**src/rtl/mem_parity_det_pkg.sv**
```systemverilog
// ---------------------------------------------------------------------------
// mem_ed_pkg
// Shared types and constants for the memory sense odd-parity checker.
//   state_t   : read sequencer states (IDLE, SHIFT, CHECK)
//   SYL_*     : serial syllable geometry (13 data bits + 1 parity bit)
//   CNT_W     : width of the saturating error counter
//   PAIR_*    : module pair codes carried on PAIR
//   ed_index  : maps (pair, channel) to the EDnX/EDnY bit it drives
// ---------------------------------------------------------------------------
package mem_ed_pkg;

    localparam int SYL_DATA  = 13;
    localparam int SYL_BITS  = SYL_DATA + 1;
    localparam int BIT_CNT_W = $clog2(SYL_BITS);
    localparam int CNT_W     = 4;

    // Data plus parity must carry an odd number of ones.
    localparam logic PAR_ODD = 1'b1;

    localparam logic [1:0] PAIR_MZO = 2'd0;
    localparam logic [1:0] PAIR_MTT = 2'd1;
    localparam logic [1:0] PAIR_MFF = 2'd2;
    localparam logic [1:0] PAIR_MSS = 2'd3;

    // Channel A serves the even module of a pair, channel B the odd one.
    localparam logic CHAN_A = 1'b0;
    localparam logic CHAN_B = 1'b1;

    typedef enum logic [1:0] {
        IDLE  = 2'd0,
        SHIFT = 2'd1,
        CHECK = 2'd2
    } state_t;

    function automatic logic [2:0] ed_index(input logic [1:0] pair, input logic chan);
        return {pair, chan};
    endfunction

endpackage

```
**src/rtl/mem_parity_det_if.sv**
```systemverilog
// ---------------------------------------------------------------------------
// mem_parity_det_if
// Bus bundle between the sense amplifiers / sequencer and the parity checker.
//   control : bit_stb, read_start, word, pair, chk_en, clr
//   sense   : sax, say (channel A X/Y trees), sbx, sby (channel B X/Y trees)
//   status  : edx, edy (sticky per-module error flags), busy, done, errcnt
// master drives control/sense and observes status; slave is the checker.
// ---------------------------------------------------------------------------
interface mem_parity_det_if;
    import mem_ed_pkg::*;

    logic             bit_stb;
    logic             read_start;
    logic             word;
    logic [1:0]       pair;
    logic             chk_en;
    logic             sax;
    logic             say;
    logic             sbx;
    logic             sby;
    logic             clr;
    logic [7:0]       edx;
    logic [7:0]       edy;
    logic             busy;
    logic             done;
    logic [CNT_W-1:0] errcnt;

    modport master (
        output bit_stb, read_start, word, pair, chk_en,
        output sax, say, sbx, sby, clr,
        input  edx, edy, busy, done, errcnt
    );

    modport slave (
        input  bit_stb, read_start, word, pair, chk_en,
        input  sax, say, sbx, sby, clr,
        output edx, edy, busy, done, errcnt
    );

endinterface

```
**src/rtl/mem_parity_det_acc.sv**
```systemverilog
// ---------------------------------------------------------------------------
// serial_parity_acc
// One serial parity tree. XORs in one sense bit per enabled cycle; on the
// parity bit it records a syllable error if the running XOR is not odd.
// The error is sticky across the syllables of a read and cleared at start.
//   clk, rstn : clock, asynchronous active-low reset
//   bit_in    : serial sense bit
//   en        : consume bit_in this cycle
//   clr       : read start, clears accumulator and error
//   last      : bit_in is the parity bit of the current syllable
//   err       : any syllable of this read failed odd parity
// ---------------------------------------------------------------------------
module serial_parity_acc
    import mem_ed_pkg::*;
(
    input  logic clk,
    input  logic rstn,
    input  logic bit_in,
    input  logic en,
    input  logic clr,
    input  logic last,
    output logic err
);

    logic acc;

    // NOTE: state registers use non-blocking assignments so every flop samples
    // pre-edge values, independent of the order blocks are evaluated in.
    always_ff @(posedge clk or negedge rstn) begin
        if (!rstn) begin
            acc <= 1'b0;
            err <= 1'b0;
        end else if (clr) begin
            acc <= 1'b0;
            err <= 1'b0;
        end else if (en) begin
            if (last) begin
                if ((acc ^ bit_in) != PAR_ODD) begin
                    err <= 1'b1;
                end
                acc <= 1'b0;
            end else begin
                acc <= acc ^ bit_in;
            end
        end
    end

endmodule

```
**src/rtl/mem_parity_det.sv**
```systemverilog
// ---------------------------------------------------------------------------
// mem_parity_det
// Serial odd-parity checker on the memory sense outputs. Checks channel A
// (even module) and channel B (odd module) of the selected pair at once,
// each with independent X and Y trees, and raises sticky EDnX/EDnY flags
// that the downstream switchover logic compares.
//   clk, rstn : clock, asynchronous active-low reset
//   bus       : mem_parity_det_if.slave (control, sense inputs, status)
// ---------------------------------------------------------------------------
module mem_parity_det
    import mem_ed_pkg::*;
(
    input  logic                    clk,
    input  logic                    rstn,
    mem_parity_det_if.slave         bus
);

    localparam logic [BIT_CNT_W-1:0] LAST_BIT = BIT_CNT_W'(SYL_BITS - 1);

    state_t               state_q;
    state_t               state_n;
    logic [BIT_CNT_W-1:0] bit_cnt_q;
    logic                 syl_cnt_q;
    logic                 word_q;
    logic [1:0]           pair_q;
    logic                 chk_en_q;
    logic [7:0]           edx_q;
    logic [7:0]           edy_q;
    logic [CNT_W-1:0]     errcnt_q;

    logic                 start;
    logic                 shift_en;
    logic                 last_bit;
    logic                 in_check;
    logic                 err_ax;
    logic                 err_ay;
    logic                 err_bx;
    logic                 err_by;
    logic [7:0]           edx_n;
    logic [7:0]           edy_n;
    logic [CNT_W-1:0]     errcnt_n;

    // ------------------------------------------------------------------
    // Sequencer
    // ------------------------------------------------------------------
    always_ff @(posedge clk or negedge rstn) begin
        if (!rstn) begin
            state_q <= IDLE;
        end else begin
            state_q <= state_n;
        end
    end

    // NOTE: every output of this block gets a default before the case so no
    // path leaves a signal unassigned, which would otherwise infer a latch.
    always_comb begin
        state_n  = state_q;
        start    = 1'b0;
        shift_en = 1'b0;
        in_check = 1'b0;
        last_bit = (bit_cnt_q == LAST_BIT);
        case (state_q)
            IDLE: begin
                if (bus.read_start) begin
                    start   = 1'b1;
                    state_n = SHIFT;
                end
            end
            SHIFT: begin
                shift_en = bus.bit_stb;
                // Final syllable is index 1 for a word read, 0 otherwise.
                if (bus.bit_stb && last_bit && (syl_cnt_q == word_q)) begin
                    state_n = CHECK;
                end
            end
            CHECK: begin
                in_check = 1'b1;
                state_n  = IDLE;
            end
            default: state_n = IDLE;
        endcase
    end

    always_ff @(posedge clk or negedge rstn) begin
        if (!rstn) begin
            bit_cnt_q <= '0;
            syl_cnt_q <= 1'b0;
            word_q    <= 1'b0;
            pair_q    <= PAIR_MZO;
            chk_en_q  <= 1'b0;
        end else if (start) begin
            bit_cnt_q <= '0;
            syl_cnt_q <= 1'b0;
            word_q    <= bus.word;
            pair_q    <= bus.pair;
            chk_en_q  <= bus.chk_en;
        end else if (shift_en) begin
            if (last_bit) begin
                bit_cnt_q <= '0;
                syl_cnt_q <= ~syl_cnt_q;
            end else begin
                bit_cnt_q <= bit_cnt_q + 1'b1;
            end
        end
    end

    // ------------------------------------------------------------------
    // Parity trees
    // ------------------------------------------------------------------
    serial_parity_acc u_acc_ax (
        .clk(clk), .rstn(rstn), .bit_in(bus.sax), .en(shift_en),
        .clr(start), .last(last_bit), .err(err_ax)
    );
    serial_parity_acc u_acc_ay (
        .clk(clk), .rstn(rstn), .bit_in(bus.say), .en(shift_en),
        .clr(start), .last(last_bit), .err(err_ay)
    );
    serial_parity_acc u_acc_bx (
        .clk(clk), .rstn(rstn), .bit_in(bus.sbx), .en(shift_en),
        .clr(start), .last(last_bit), .err(err_bx)
    );
    serial_parity_acc u_acc_by (
        .clk(clk), .rstn(rstn), .bit_in(bus.sby), .en(shift_en),
        .clr(start), .last(last_bit), .err(err_by)
    );

    // ------------------------------------------------------------------
    // Flags and error counter. CLR is applied first so a coincident CHECK
    // update lands on a cleared base and wins.
    // ------------------------------------------------------------------
    always_comb begin
        edx_n    = bus.clr ? '0 : edx_q;
        edy_n    = bus.clr ? '0 : edy_q;
        errcnt_n = bus.clr ? '0 : errcnt_q;
        if (in_check && chk_en_q) begin
            edx_n[ed_index(pair_q, CHAN_A)] = edx_n[ed_index(pair_q, CHAN_A)] | err_ax;
            edx_n[ed_index(pair_q, CHAN_B)] = edx_n[ed_index(pair_q, CHAN_B)] | err_bx;
            edy_n[ed_index(pair_q, CHAN_A)] = edy_n[ed_index(pair_q, CHAN_A)] | err_ay;
            edy_n[ed_index(pair_q, CHAN_B)] = edy_n[ed_index(pair_q, CHAN_B)] | err_by;
            if ((err_ax | err_ay | err_bx | err_by) && (errcnt_n != '1)) begin
                errcnt_n = errcnt_n + 1'b1;
            end
        end
    end

    always_ff @(posedge clk or negedge rstn) begin
        if (!rstn) begin
            edx_q    <= '0;
            edy_q    <= '0;
            errcnt_q <= '0;
        end else begin
            edx_q    <= edx_n;
            edy_q    <= edy_n;
            errcnt_q <= errcnt_n;
        end
    end

    assign bus.edx    = edx_q;
    assign bus.edy    = edy_q;
    assign bus.errcnt = errcnt_q;
    assign bus.busy   = (state_q != IDLE);
    assign bus.done   = (state_q == CHECK);

endmodule

```
**src/flat_wrapper.sv**
```systemverilog
// flat-port wrapper written by rule: the top's interface ports become plain ports
module mem_parity_det_flat import mem_ed_pkg::*;
  (clk, rstn, bus_bit_stb, bus_read_start, bus_word, bus_pair, bus_chk_en, bus_sax, bus_say, bus_sbx, bus_sby, bus_clr, bus_edx, bus_edy, bus_busy, bus_done, bus_errcnt);
  mem_parity_det_if bus_i ();
  input  logic clk;
  input  logic rstn;
  input wire logic [$bits(bus_i.bit_stb)-1:0] bus_bit_stb;
  input wire logic [$bits(bus_i.read_start)-1:0] bus_read_start;
  input wire logic [$bits(bus_i.word)-1:0] bus_word;
  input wire logic [$bits(bus_i.pair)-1:0] bus_pair;
  input wire logic [$bits(bus_i.chk_en)-1:0] bus_chk_en;
  input wire logic [$bits(bus_i.sax)-1:0] bus_sax;
  input wire logic [$bits(bus_i.say)-1:0] bus_say;
  input wire logic [$bits(bus_i.sbx)-1:0] bus_sbx;
  input wire logic [$bits(bus_i.sby)-1:0] bus_sby;
  input wire logic [$bits(bus_i.clr)-1:0] bus_clr;
  output wire logic [$bits(bus_i.edx)-1:0] bus_edx;
  output wire logic [$bits(bus_i.edy)-1:0] bus_edy;
  output wire logic [$bits(bus_i.busy)-1:0] bus_busy;
  output wire logic [$bits(bus_i.done)-1:0] bus_done;
  output wire logic [$bits(bus_i.errcnt)-1:0] bus_errcnt;
  assign bus_i.bit_stb = bus_bit_stb;
  assign bus_i.read_start = bus_read_start;
  assign bus_i.word = bus_word;
  assign bus_i.pair = bus_pair;
  assign bus_i.chk_en = bus_chk_en;
  assign bus_i.sax = bus_sax;
  assign bus_i.say = bus_say;
  assign bus_i.sbx = bus_sbx;
  assign bus_i.sby = bus_sby;
  assign bus_i.clr = bus_clr;
  assign bus_edx = bus_i.edx;
  assign bus_edy = bus_i.edy;
  assign bus_busy = bus_i.busy;
  assign bus_done = bus_i.done;
  assign bus_errcnt = bus_i.errcnt;
  mem_parity_det u_core (.clk(clk), .rstn(rstn), .bus(bus_i));
endmodule
```
**config.mk**
```make
export PLATFORM = sky130hd
export DESIGN_NAME = mem_parity_det_flat
export DESIGN_NICKNAME = d
export VERILOG_FILES = /design/src/rtl/mem_parity_det_pkg.sv /design/src/rtl/mem_parity_det_if.sv /design/src/rtl/mem_parity_det_acc.sv /design/src/rtl/mem_parity_det.sv /design/src/flat_wrapper.sv
export SDC_FILE = /design/constraint.sdc
export NUM_CORES = 1
export LEC_CHECK = 0
export CAP_MARGIN = 10
export CORE_MARGIN = 4
export CORE_UTILIZATION = 29
export CTS_CLUSTER_DIAMETER = 100
export DETAILED_ROUTE_END_ITERATION = 12
export PLACE_DENSITY = 0.51
export SLEW_MARGIN = 20
export SYNTH_ARGS = -nofsm -noshare
export SYNTH_HDL_FRONTEND = slang
export SYNTH_SLANG_ARGS = --single-unit
```
**constraint.sdc**
```tcl
create_clock -name clk -period 1.6 [get_ports clk]
set_input_delay 0.32 -clock clk [delete_from_list [all_inputs] [get_ports clk]]
set_output_delay 0.32 -clock clk [all_outputs]
set_load 0.02 [all_outputs]
```
==> reports/metrics.cfg <==
[status]
status = complete, no violations

[clock_network]
cts_buffer_depth = 2
cts-htree-levels = 2
cts-root-buf = clkbuf_8
tritoncts = built
cts_inserted_buffers = 5
clk_latency_ns = 0.29
cts.sinks = 39
cts.reportedPaths.clkPinSlew_ns = 0.07

[timing]
relSlewSlack = 0.7335
setup_tns_ns = 0
fmaxAchievable_ghz = 0.6399
min_period_ns = 1.563
report.final.slew_viol_count = 0
setup_viol = 0
hold_viol_final = 0
worst_slew_pin_slew_ns = 0.3989
fin_crit_sh = 0.9768
rsz0062_at_grt = true
clock_skew_ns = 0.005683

[placed_design]
port-buffer-count = 34
detailed_place.area_um2 = 2562
place.gp.congestion = 0.7096
hpwl_um = 3149

[route]
drcViolationCount = 0
ant_nets = 0
vias_per_cell = 4.726
drt_iter0_drc = 51
firstDrtPassIters = 4
vias = 1451
wl_um = 4174
wire_per_inst_um = 13.60

[die]
initial_utilization = 0.2978
fp.dieH_um = 91.29
std_cell_rows = 30
core-area_um2 = 6756
io_pins = 35
dieWidth_um = 91.29
die-area_um2 = 8334

[power]
power_density_nw_per_um2 = 1159
p_leak_nw = 1.469
total_power_mw = 3.142
vdd_drop_max_mv = 0.7496

[synthesis]
syn_inst = 170
yosys_register_bits = 39
yosysUniqueCellTypes = 46
syn_avg_cell_area_um2 = 11.83
yosysWarnings = 0
syn_area_um2 = 2012
syn_nets = 186
async_flop_share = 1.000
ys_seq_area_frac = 0.4851
synth-edff-count = 0
synth_ff_type = dfrtp_1

[final_layout]
drive_above_1_share = 0.2247
area_delta_synth_final_pct = 34.70
fill_cells = 673
fin_util = 0.4011
nets = 242
final_common_cell = dfrtp_1
fin_area_um2 = 2710
antennaDiodeCount = 0
layout_common_cells = 36 x dfrtp_1, 20 x buf_4, 12 x nand2_1, 12 x clkdlybuf4s50_1

[global_routing]
grt_max_degree = 40
globalRouteOverflowTotal = 0
antenna_found_initial = 0
grt_first_pass_wirelength_um = 7210
first_global_vias = 1475
track_usage = 0.1073

[setup_path]
critPathRequiredTime_ns = 1.77
cp-start-kind = flip-flop
cp-end-kind = flip-flop
arrival_ns = 1.73
criticalPathCategory = flip-flop to flip-flop
path_max_fanout = 3

[min_path]
hp-class = flip-flop to flip-flop

[run]
cap_viol_max_count = 0

-- synthesized netlist by cell type, types with 3 or more instances --
library cell / instances / area [um^2]
a21o_1: 4 / 30.03
mux2_1: 5 / 56.30
ha_1: 3 / 37.54
buf_6: 3 / 33.78
nor4b_1: 4 / 35.03
a221o_1: 4 / 40.04
inv_1: 5 / 18.77
a22o_1: 8 / 70.07
xnor2_1: 4 / 35.03
nand2_1: 12 / 45.04
nor3_1: 4 / 20.02
a21oi_1: 5 / 25.02
dfrtp_1: 39 / 975.9
nor2_1: 5 / 18.77
mux2_4: 3 / 45.04
nor2b_1: 12 / 75.07
clkbuf_1: 3 / 11.26
mux2i_1: 11 / 110.1
-- through the flow --
stage	setup WS, ns	hold WS (ns)	std cells
2_1_floorplan	0.006201	0.02441	170
3_3_place_gp	-0.2788	0.3096	297
3_5_place_dp	-0.3350	0.3082	297
4_1_cts	-0.02106	0.5131	306
5_1_grt	-0.03561	0.5343	307
6_report	0.03714	0.5055	307
-- flip-flops by register name, summed over array words and instances (netlist names), 2 cells and up --
signal	cells
u_core.bus.edx	8
u_core.bus.edy	8
u_core.bit_cnt_q	4
u_core.bus.errcnt	4
u_core.pair_q	2
u_core.state_q	2
-- metal layers --
metal / global-route usage / wire (um) / up-vias
met5: 0 / 0 / -
met4: 0.03392 / 68 / 0
met3: 0.02734 / 172 / 8
met2: 0.1711 / 1939 / 27
met1: 0.1425 / 1994 / 680
li1: - / - / 736
-- critical path, cell delays in order (launching register included) --
cell,delay (ns)
dfrtp_2,0.43
nor2b_4,0.13
ha_2,0.18
and4b_1,0.21
nor3_2,0.16
mux2_1,0.34
-- repair_timing --
| action | 4_1_cts | 5_1_grt |
|---|---|---|
| hold buffers | 1 | 0 |
| setup buffers | 0 | 1 |
| resized for setup | 21 | 11 |
| endpoints found under the setup margin | 12 | 13 |
| pin swaps | 1 | 2 |
| endpoints found under the hold margin | 14 | 0 |
-- cell type report --
cell class                 instances  area, um^2  area share
timing repair buffer              56       519.2      0.1916
tap                               80       100.1     0.03693
multi-input combinational        119       992.2      0.3661
inverter                           5       18.77    0.006925
clock buffer                       8       100.1     0.03693
sequential                        39       979.7      0.3615
-- where the power goes --
group          internal, mW  switching (mW)  total [mW]  leakage (nW)
sequential             1.19           0.246        1.43         0.515
combinational         0.552           0.439       0.992         0.903
clock                 0.393           0.322       0.715        0.0515
total                  2.13            1.01        3.14          1.47
-- cells by family after synthesis --
logic type / synth area share
AOI/OAI and AO/OA: 0.1269
xor gates and xnor gates: 0.02612
adders and majority gates: 0.01866
buffers and inverters: 0.03420
DFF: 0.4851
muxes: 0.1107
and+or+nand+nor: 0.1984
-- final timing paths --
check                           cells after the start  slack [ns]                 start              endpoint
worst max register to register                      5        0.04  u_core.bus.errcnt[0]  u_core.bus.errcnt[1]
min in group asynchronous                           3        0.53                  rstn     u_core.bus.edy[7]
worst min register to register                      1        0.51      u_core.syl_cnt_q      u_core.syl_cnt_q
max in group asynchronous                           3        0.87                  rstn  u_core.bus.errcnt[1]
worst min-delay path                                1        0.51      u_core.syl_cnt_q      u_core.syl_cnt_q
worst max-delay path                                5        0.04  u_core.bus.errcnt[0]  u_core.bus.errcnt[1]
Note: power is estimated with default switching activity, not from simulation.
